==> src/rtl/hilo_muldiv.sv <==
// HI/LO multiply/divide unit: sequential signed MULT and DIV, one bit per cycle, with MFHI/MFLO read port.
// Define MULDIV_EARLY_OUT_EN to end MUL once the multiplier magnitude has no more set bits.
module hilo_muldiv (
    input  logic        clk,
    input  logic        rst,
    input  logic [31:0] IN_MD_1,
    input  logic [31:0] IN_MD_2,
    input  logic [11:0] MD_control,
    input  logic        MD_start,
    output logic        MD_busy,
    output logic        MD_done,
    output logic        DIV_BY_ZERO,
    output logic [31:0] OUT_HI,
    output logic [31:0] OUT_LO,
    output logic [31:0] OUT_MD32
);

    localparam logic [11:0] CTRL_MULT = 12'b000011011000;
    localparam logic [11:0] CTRL_DIV  = 12'b000011011010;
    localparam logic [11:0] CTRL_MFHI = 12'b000011010000;
    localparam logic [11:0] CTRL_MFLO = 12'b000011010010;

    typedef enum logic [1:0] {IDLE, MUL, DIV, DONE} state_t;

    state_t      state_reg;
    logic [31:0] hi_reg;
    logic [31:0] lo_reg;
    logic        busy_reg;
    logic        done_reg;
    logic        dbz_reg;
    logic [4:0]  count_reg;
    logic [4:0]  last_iter_reg;
    logic        neg_result_reg;
    logic        neg_rem_reg;
    logic [63:0] acc_reg;
    logic [63:0] mcand_reg;
    logic [31:0] mplier_reg;   // multiplier for MUL, divisor for DIV
    logic [31:0] rem_reg;
    logic [31:0] quo_reg;

    function automatic logic [4:0] msb_index(input logic [31:0] v);
        msb_index = 5'd0;
        for (int i = 0; i < 32; i++) begin
            if (v[i]) msb_index = i[4:0];
        end
    endfunction

    logic [31:0] mag_1;
    logic [31:0] mag_2;
    logic [4:0]  mul_last;
    logic [63:0] acc_next;
    logic [63:0] product;
    logic [32:0] rem_shift;
    logic [32:0] rem_diff;
    logic        fits;
    logic [31:0] rem_next;
    logic [31:0] quo_next;
    logic [31:0] quo_final;
    logic [31:0] rem_final;
    logic        is_last;

    // 0x80000000 negates to itself, which is the correct unsigned magnitude
    assign mag_1 = IN_MD_1[31] ? (~IN_MD_1 + 32'd1) : IN_MD_1;
    assign mag_2 = IN_MD_2[31] ? (~IN_MD_2 + 32'd1) : IN_MD_2;

`ifdef MULDIV_EARLY_OUT_EN
    assign mul_last = msb_index(mag_2);
`else
    assign mul_last = 5'd31;
`endif

    assign acc_next  = acc_reg + (mplier_reg[0] ? mcand_reg : 64'd0);
    assign product   = neg_result_reg ? (~acc_next + 64'd1) : acc_next;

    assign rem_shift = {rem_reg, quo_reg[31]};
    assign fits      = (rem_shift >= {1'b0, mplier_reg});
    assign rem_diff  = rem_shift - {1'b0, mplier_reg};
    assign rem_next  = fits ? rem_diff[31:0] : rem_shift[31:0];
    assign quo_next  = {quo_reg[30:0], fits};
    assign quo_final = neg_result_reg ? (~quo_next + 32'd1) : quo_next;
    assign rem_final = neg_rem_reg ? (~rem_next + 32'd1) : rem_next;

    assign is_last   = (count_reg == last_iter_reg);

    always_ff @(posedge clk) begin
        if (rst) begin
            state_reg      <= IDLE;
            hi_reg         <= 32'd0;
            lo_reg         <= 32'd0;
            busy_reg       <= 1'b0;
            done_reg       <= 1'b0;
            dbz_reg        <= 1'b0;
            count_reg      <= 5'd0;
            last_iter_reg  <= 5'd0;
            neg_result_reg <= 1'b0;
            neg_rem_reg    <= 1'b0;
            acc_reg        <= 64'd0;
            mcand_reg      <= 64'd0;
            mplier_reg     <= 32'd0;
            rem_reg        <= 32'd0;
            quo_reg        <= 32'd0;
        end else begin
            done_reg <= 1'b0;
            dbz_reg  <= 1'b0;
            case (state_reg)
                IDLE: begin
                    if (MD_start && MD_control == CTRL_MULT) begin
                        state_reg      <= MUL;
                        busy_reg       <= 1'b1;
                        count_reg      <= 5'd0;
                        last_iter_reg  <= mul_last;
                        neg_result_reg <= IN_MD_1[31] ^ IN_MD_2[31];
                        acc_reg        <= 64'd0;
                        mcand_reg      <= {32'd0, mag_1};
                        mplier_reg     <= mag_2;
                    end else if (MD_start && MD_control == CTRL_DIV) begin
                        if (IN_MD_2 == 32'd0) begin
                            state_reg <= DONE;
                            done_reg  <= 1'b1;
                            dbz_reg   <= 1'b1;
                        end else begin
                            state_reg      <= DIV;
                            busy_reg       <= 1'b1;
                            count_reg      <= 5'd0;
                            last_iter_reg  <= 5'd31;
                            neg_result_reg <= IN_MD_1[31] ^ IN_MD_2[31];
                            neg_rem_reg    <= IN_MD_1[31];
                            rem_reg        <= 32'd0;
                            quo_reg        <= mag_1;
                            mplier_reg     <= mag_2;
                        end
                    end
                end
                MUL: begin
                    acc_reg    <= acc_next;
                    mcand_reg  <= {mcand_reg[62:0], 1'b0};
                    mplier_reg <= {1'b0, mplier_reg[31:1]};
                    count_reg  <= count_reg + 5'd1;
                    if (is_last) begin
                        hi_reg    <= product[63:32];
                        lo_reg    <= product[31:0];
                        busy_reg  <= 1'b0;
                        done_reg  <= 1'b1;
                        state_reg <= DONE;
                    end
                end
                DIV: begin
                    rem_reg   <= rem_next;
                    quo_reg   <= quo_next;
                    count_reg <= count_reg + 5'd1;
                    if (is_last) begin
                        hi_reg    <= rem_final;
                        lo_reg    <= quo_final;
                        busy_reg  <= 1'b0;
                        done_reg  <= 1'b1;
                        state_reg <= DONE;
                    end
                end
                DONE: begin
                    state_reg <= IDLE;
                end
                default: begin
                    state_reg <= IDLE;
                end
            endcase
        end
    end

    assign MD_busy     = busy_reg;
    assign MD_done     = done_reg;
    assign DIV_BY_ZERO = dbz_reg;
    assign OUT_HI      = hi_reg;
    assign OUT_LO      = lo_reg;
    assign OUT_MD32    = (MD_control == CTRL_MFHI) ? hi_reg :
                         (MD_control == CTRL_MFLO) ? lo_reg : 32'd0;

endmodule
==> config.mk <==
export PLATFORM = sky130hd
export DESIGN_NAME = hilo_muldiv
export DESIGN_NICKNAME = d
export VERILOG_FILES = /design/src/rtl/hilo_muldiv.sv
export SDC_FILE = /design/constraint.sdc
export NUM_CORES = 1
export LEC_CHECK = 0
export CAP_MARGIN = 10
export CELL_PAD_IN_SITES_DETAIL_PLACEMENT = 1
export CELL_PAD_IN_SITES_GLOBAL_PLACEMENT = 1
export CORE_MARGIN = 4
export CORE_UTILIZATION = 41
export CTS_BUF_LIST = sky130_fd_sc_hd__clkbuf_8
export CTS_CLUSTER_SIZE = 20
export DETAILED_ROUTE_END_ITERATION = 8
export PLACE_DENSITY_LB_ADDON = 0.1
export SYNTH_ARGS = -nofsm -noshare
export SYNTH_HDL_FRONTEND = slang
export SYNTH_SLANG_ARGS = --single-unit
export TNS_END_PERCENT = 50
==> constraint.sdc <==
create_clock -name clk -period 5.5 [get_ports clk]
set_input_delay 1.65 -clock clk [delete_from_list [all_inputs] [get_ports clk]]
set_output_delay 1.65 -clock clk [all_outputs]
set_load 0.005 [all_outputs]
Word level (Yosys, flattened, before mapping) --
Cells that the tools add are included.
Storage, ports and cells: output and inout bits 99, logic and storage cells 127, register bits after elaboration 305
Operators by class: bitwise logic cells 9, reduce and logical (&&, ||, !) cells 20, equal/unequal tests 18, $lt $le $gt $ge 1, $add $sub $neg 8, muxes and demuxes 56
Operator list (count):
- 32-bit 2-to-1 mux | 20
- 32-bit case mux with 2 select lines | 5
- 64-bit 2-to-1 mux | 4
- 64-bit case mux with 2 select lines | 2
- 32-bit by 1-bit adder with 32-bit output, second input constant | 4
- 32-bit NOT | 4
- 64-bit by 1-bit adder with 64-bit output, second input constant | 1
- 64-bit adder | 1
- 64-bit NOT | 1
- 12-bit by 8-bit == test with 1-bit output, second input constant | 4
- 33-bit by 32-bit greater-or-equal comparator with 1-bit output | 1
- 32-bit zero test | 1
- 32-bit subtractor | 1
- 5-bit 2-to-1 mux | 6
- 2-bit inequality test, second input constant | 7
- 1-bit 2-to-1 mux | 12
- 3-bit AND reduction | 4
- 4-bit AND reduction | 3
- 5-bit case mux with 2 select lines | 1
- 2-bit nonzero test | 5
- 2-bit 2-to-1 mux | 3
- 3-bit inequality test, second input constant | 2
- 2-bit case mux with 3 select lines | 1
- 5-bit by 1-bit adder with 5-bit output, second input constant | 1
- 11 further kinds | 18

Depth between registers and ports, before layout --
depth in word-level cells 7, gate-level depth with buffers 27, mapped depth without buffers 22

Worst setup path before layout --
Ideal clock, no wire load.
path kind register to register, from register mplier_reg[2], to register lo_reg[30] (netlist: OUT_LO[30]), data arrival time 5.383 ns, cell stages (with the launch flop) 27, required time 5.377 ns, slack -0.007 ns, cells stage by stage dfxtp_1 -> inv_1 -> ha_1 -> clkbuf_1 -> o21ai_1 -> a21o_1 -> a211oi_1 -> or3b_1 -> buf_2 -> a31o_4 -> inv_1 -> clkbuf_1 -> buf_2 -> buf_1 -> ha_1 -> nand2b_1 -> or4_1 -> nor2_1 -> nand3_1 -> or3_1 -> clkbuf_1 -> or4_1 -> o21ai_1 -> xor2_1 -> nand2_1 -> o21ai_0 -> o21ai_1
On the way: word-level cells in the longest chain between the ends 6
RTL lines:
- from (decl) | RTL line 37 | logic [31:0] mplier_reg;
- from (signal assigned) | RTL line 115 | mplier_reg <= mag_2;
- from (signal assigned) | RTL line 130 | mplier_reg <= mag_2;
- from (signal assigned) | RTL line 137 | mplier_reg <= {1'b0, mplier_reg[31:1]};
- 33-bit by 32-bit greater-or-equal comparator with 1-bit output | RTL line 76 | assign fits = (rem_shift >= {1'b0, mplier_reg});
- 32-bit NOT | RTL line 80 | assign quo_final = neg_result_reg ? (~quo_next + 32'd1) : quo_next;
- 32-bit by 1-bit adder with 32-bit output | RTL line 80
- 32-bit 2-to-1 mux | RTL line 80
- 32-bit 2-to-1 mux | RTL line 151 | if (is_last) begin
- 32-bit case mux with 2 select lines | RTL line 105 | case (state_reg)
- to (signal assigned) | RTL line 141 | lo_reg <= product[31:0];
- to (signal assigned) | RTL line 153 | lo_reg <= quo_final;
- to (decl) | RTL line 27 | logic [31:0] lo_reg;
Every way passes these cells. The select of a mux whose other input is x is not followed. A chain may end at the register's enable or synchronous reset.

Worst setup path in the final report --
from register mplier_reg[0], to register hi_reg[27] (netlist: OUT_HI[27])
On the way: word-level cells in the longest chain between the ends 7, elaborated cells between the ends (all ways) 14
RTL lines:
- 64-bit 2-to-1 mux, or another cell as far along | RTL line 72 | assign acc_next = acc_reg + (mplier_reg[0] ? mcand_reg : 64'd0);
- 64-bit adder / 32-bit 2-to-1 mux (equally long branches) | RTL line 72, 78
- 64-bit NOT / 32-bit NOT (equally long branches) | RTL line 73, 81
- 64-bit by 1-bit adder with 64-bit output / 32-bit by 1-bit adder with 32-bit output (equally long branches) | RTL line 73, 81
- 64-bit 2-to-1 mux / 32-bit 2-to-1 mux (equally long branches) | RTL line 73, 81
- 32-bit 2-to-1 mux (on tied branches) | RTL line 139, 151
- 32-bit case mux with 2 select lines (*) | RTL line 105
- to (signal assigned) | RTL line 140 | hi_reg <= product[63:32];
- to (signal assigned) | RTL line 152 | hi_reg <= rem_final;
- to (decl) | RTL line 26 | logic [31:0] hi_reg;
Mark *: on every way between the ends. The rest lies on a longest branch, timed or not. The select of a mux whose other input is x is not followed.

==> out/results.tsv <==
metric	value	unit
clk_pin_slew	0.06	ns
cts_tree	yes	
routed_wirelength	116000	µm
async_flop_share	0	
crit_path_cell_trace	buf_12, and2_1, ha_1, nor2b_4, o31ai_1, a211oi_1, o211a_1, or3_1, a31oi_1, buf_4, xnor2_1, nor4_1, nand4_2, o311a_1, o21ai_1, a22o_1	
row_count	90	
pin_count	178	
grt-ovfl-total	0	
max_cap_violations	0	
rsz0062_at_grt	yes	
seqCellArea	6030	µm²
tns	0	ns
path_class	reg -> reg	
vias	29000	
yosys.area_share.adder	0.0538	
antenna_found_initial	4	
ant_nets	0	
worst_slack	0.103	ns
start_kind	flop	
ys_top_cells_by_count	nor2_1, nand2_1, a21oi_1	
grtUsageTotal	0.328	
synth_top_area_frac	0.240	
hpwlAfterDp	89000	µm
power.density	484	nW/µm²
finalHoldViolCount	0	
synth_top_family_by_area	compound AO/OA/AOI/OAI gates	
grt_pass1_vias	28700	
drv_slew	0	
dr.pass1.iters	5	
clk_latency	0.68	ns
finClkSkew	0.0331	ns
ys_ff_latch	301	
syn-instance-count	3507	
fillers	7611	
setup_viol	0	
power.leakage	12.5	nW
grt_max_degree	172	
multi_input_area	18100	µm²
synth_edf_count	0	
worstPathRequired	6.12	ns
post-place-ws	-0.493	ns
cts_buffers	59	
globalplace.congestion	0.972	
slew_headroom	0.245	
die_area	65300	µm²
ys_seq_area_frac	0.240	
htreeDepth	2	
arrival	6.01	ns
cp_slowest_cell	nor4_1	
drt_iter0_drc	2468	
synth_compound_area_frac	0.286	
critPathCaptureType	flop	
drc	0	
synth_fp_nets	3693	
nets	3966	
synth-simple-area-share	0.268	
initial_core_util	0.415	
synth_area_leaders	dfxtp_1, nor2_1, a21oi_1	
holdCritPathClass	reg -> reg	
max_stage_delay	0.69	ns
fin_crit	5.40	ns
yosysWarnings	0	
synthMuxAreaShare	0.0382	
clockRootBuffer	clkbuf_8	
die_y	256	µm
wire_per_inst	25.3	µm
yosysMostFrequentCell	nor2_1	
areaGrowthSynthToFinish	22.3	%
core	60600	µm²
fmax	0.185	GHz
fin_hold_ws	0.470	ns
syn_area	25100	µm²
worst_ir_drop_vdd	0.437	mV
io_buffers	177	
synthXorXnorAreaFrac	0.0634	
drive_gt1_frac	0.127	
yosysTopAreaCell	dfxtp_1	
clock_path_buffers	3	
cts_sinks	301	
worstPathMaxFanout	25	
status	complete, no violations	
yosys_most_used_dff	dfxtp_1	
synthDistinctLibCells	111	
syn_area_per_cell	7.17	µm²
grt_pass1_wl	172000	µm
post-route-period-util	0.981	
tightest_slew	1.13	ns
die_w	256	µm
vias_per_cell	6.30	
-- routing by layer --
| metal | routed length, µm | GRT usage | vias up |
|---|---|---|---|
| li1 | - | - | 13400 |
| met1 | 52300 | 0.455 | 14400 |
| met2 | 51400 | 0.529 | 1035 |
| met3 | 8390 | 0.0501 | 226 |
| met4 | 4060 | 0.0968 | 2 |
| met5 | 13 | 0 | - |
-- power by group --
group          internal, W  leakage [nW]  total [W]  switching, W
clock              0.00125         0.670    0.00232       0.00108
sequential         0.00244          2.43    0.00279      0.000346
combinational      0.00346          9.35    0.00977       0.00631
total              0.00715          12.5     0.0149       0.00773
-- placed cells by master (no fill, tap or decap), types with 28 or more instances in the layout --
master and n:
nor3_1 87, ha_1 96, or4_1 28, nand2b_1 37, nor4_1 36, nand4_1 42
buf_4 238, clkdlybuf4s50_1 140, inv_1 98, and2_1 88, dfxtp_1 298, a211oi_1 46
dlygate4sd2_1 30, and3_1 29, nand2_1 343, xor2_1 77, a22oi_1 96, xnor2_1 105
clkbuf_8 71, nand3_1 76, mux2i_1 88, o31ai_1 44, o211ai_1 53, o21ai_0 174
a21oi_1 336, nor2_1 517
-- layout make-up --
| class | instances | share of cell area |
|---|---|---|
| Antenna cell | 1 | 0.0000814 |
| Clock buffer | 71 | 0.0318 |
| Clock inverter | 30 | 0.00586 |
| Inverter | 85 | 0.0105 |
| Multi-Input combinational cell | 2889 | 0.590 |
| Sequential cell | 301 | 0.196 |
| Tap cell | 782 | 0.0318 |
| Timing Repair Buffer | 444 | 0.134 |
-- kinds of logic after synthesis --
family	Yosys count
AND/OR/NAND/NOR	1417
buffers and inverters	318
XOR/XNOR	182
AO/OA/AOI/OAI	1089
multiplexers	93
flip-flops	301
adder cells (fa/ha/maj)	107
-- what timing repair did --
item | in CTS | in global routing
resized for setup | 46 | 56
cloned | 0 | 11
endpoints found under the setup margin | 35 | 273
pin swaps | 2 | 15
setup buffers | 14 | 5
hold buffers | 0 | 0
-- stage by stage --
step	instance area [µm²]	std cells	util	power, W
floorplan	25100	3507	-	0.00808
global placement	29000	4471	0.478	0.0115
detailed placement	29000	4471	0.478	0.0117
CTS	30200	4586	0.499	0.0141
global route	30700	4602	0.507	0.0156
finish	30700	4603	0.507	0.0149
-- worst max-delay path: cells and delay by family (launching register included) --
family                     cells  cell delay, ns
buffers and inverters          2            0.35
and+or+nand+nor                5            1.86
DFF                            1            0.46
xor gates and xnor gates       1            0.07
adders and majority gates      1            0.32
AOI/OAI and AO/OA              7            2.26
-- worst paths after layout --
path | end | startpoint | slack (ns) | cells past startpoint
setup / recovery | OUT_HI[27]$_SDFFE_PP0P_ | mplier_reg[0]$_SDFFE_PP0P_ | 0.10 | 16
hold / removal | mcand_reg[0]$_SDFFE_PP0P_ | mcand_reg[0]$_SDFFE_PP0P_ | 0.47 | 2
setup reg to reg | OUT_HI[27]$_SDFFE_PP0P_ | mplier_reg[0]$_SDFFE_PP0P_ | 0.10 | 16
hold reg to reg | mcand_reg[0]$_SDFFE_PP0P_ | mcand_reg[0]$_SDFFE_PP0P_ | 0.47 | 2
No activity file was read; power rests on OpenSTA's default activity.
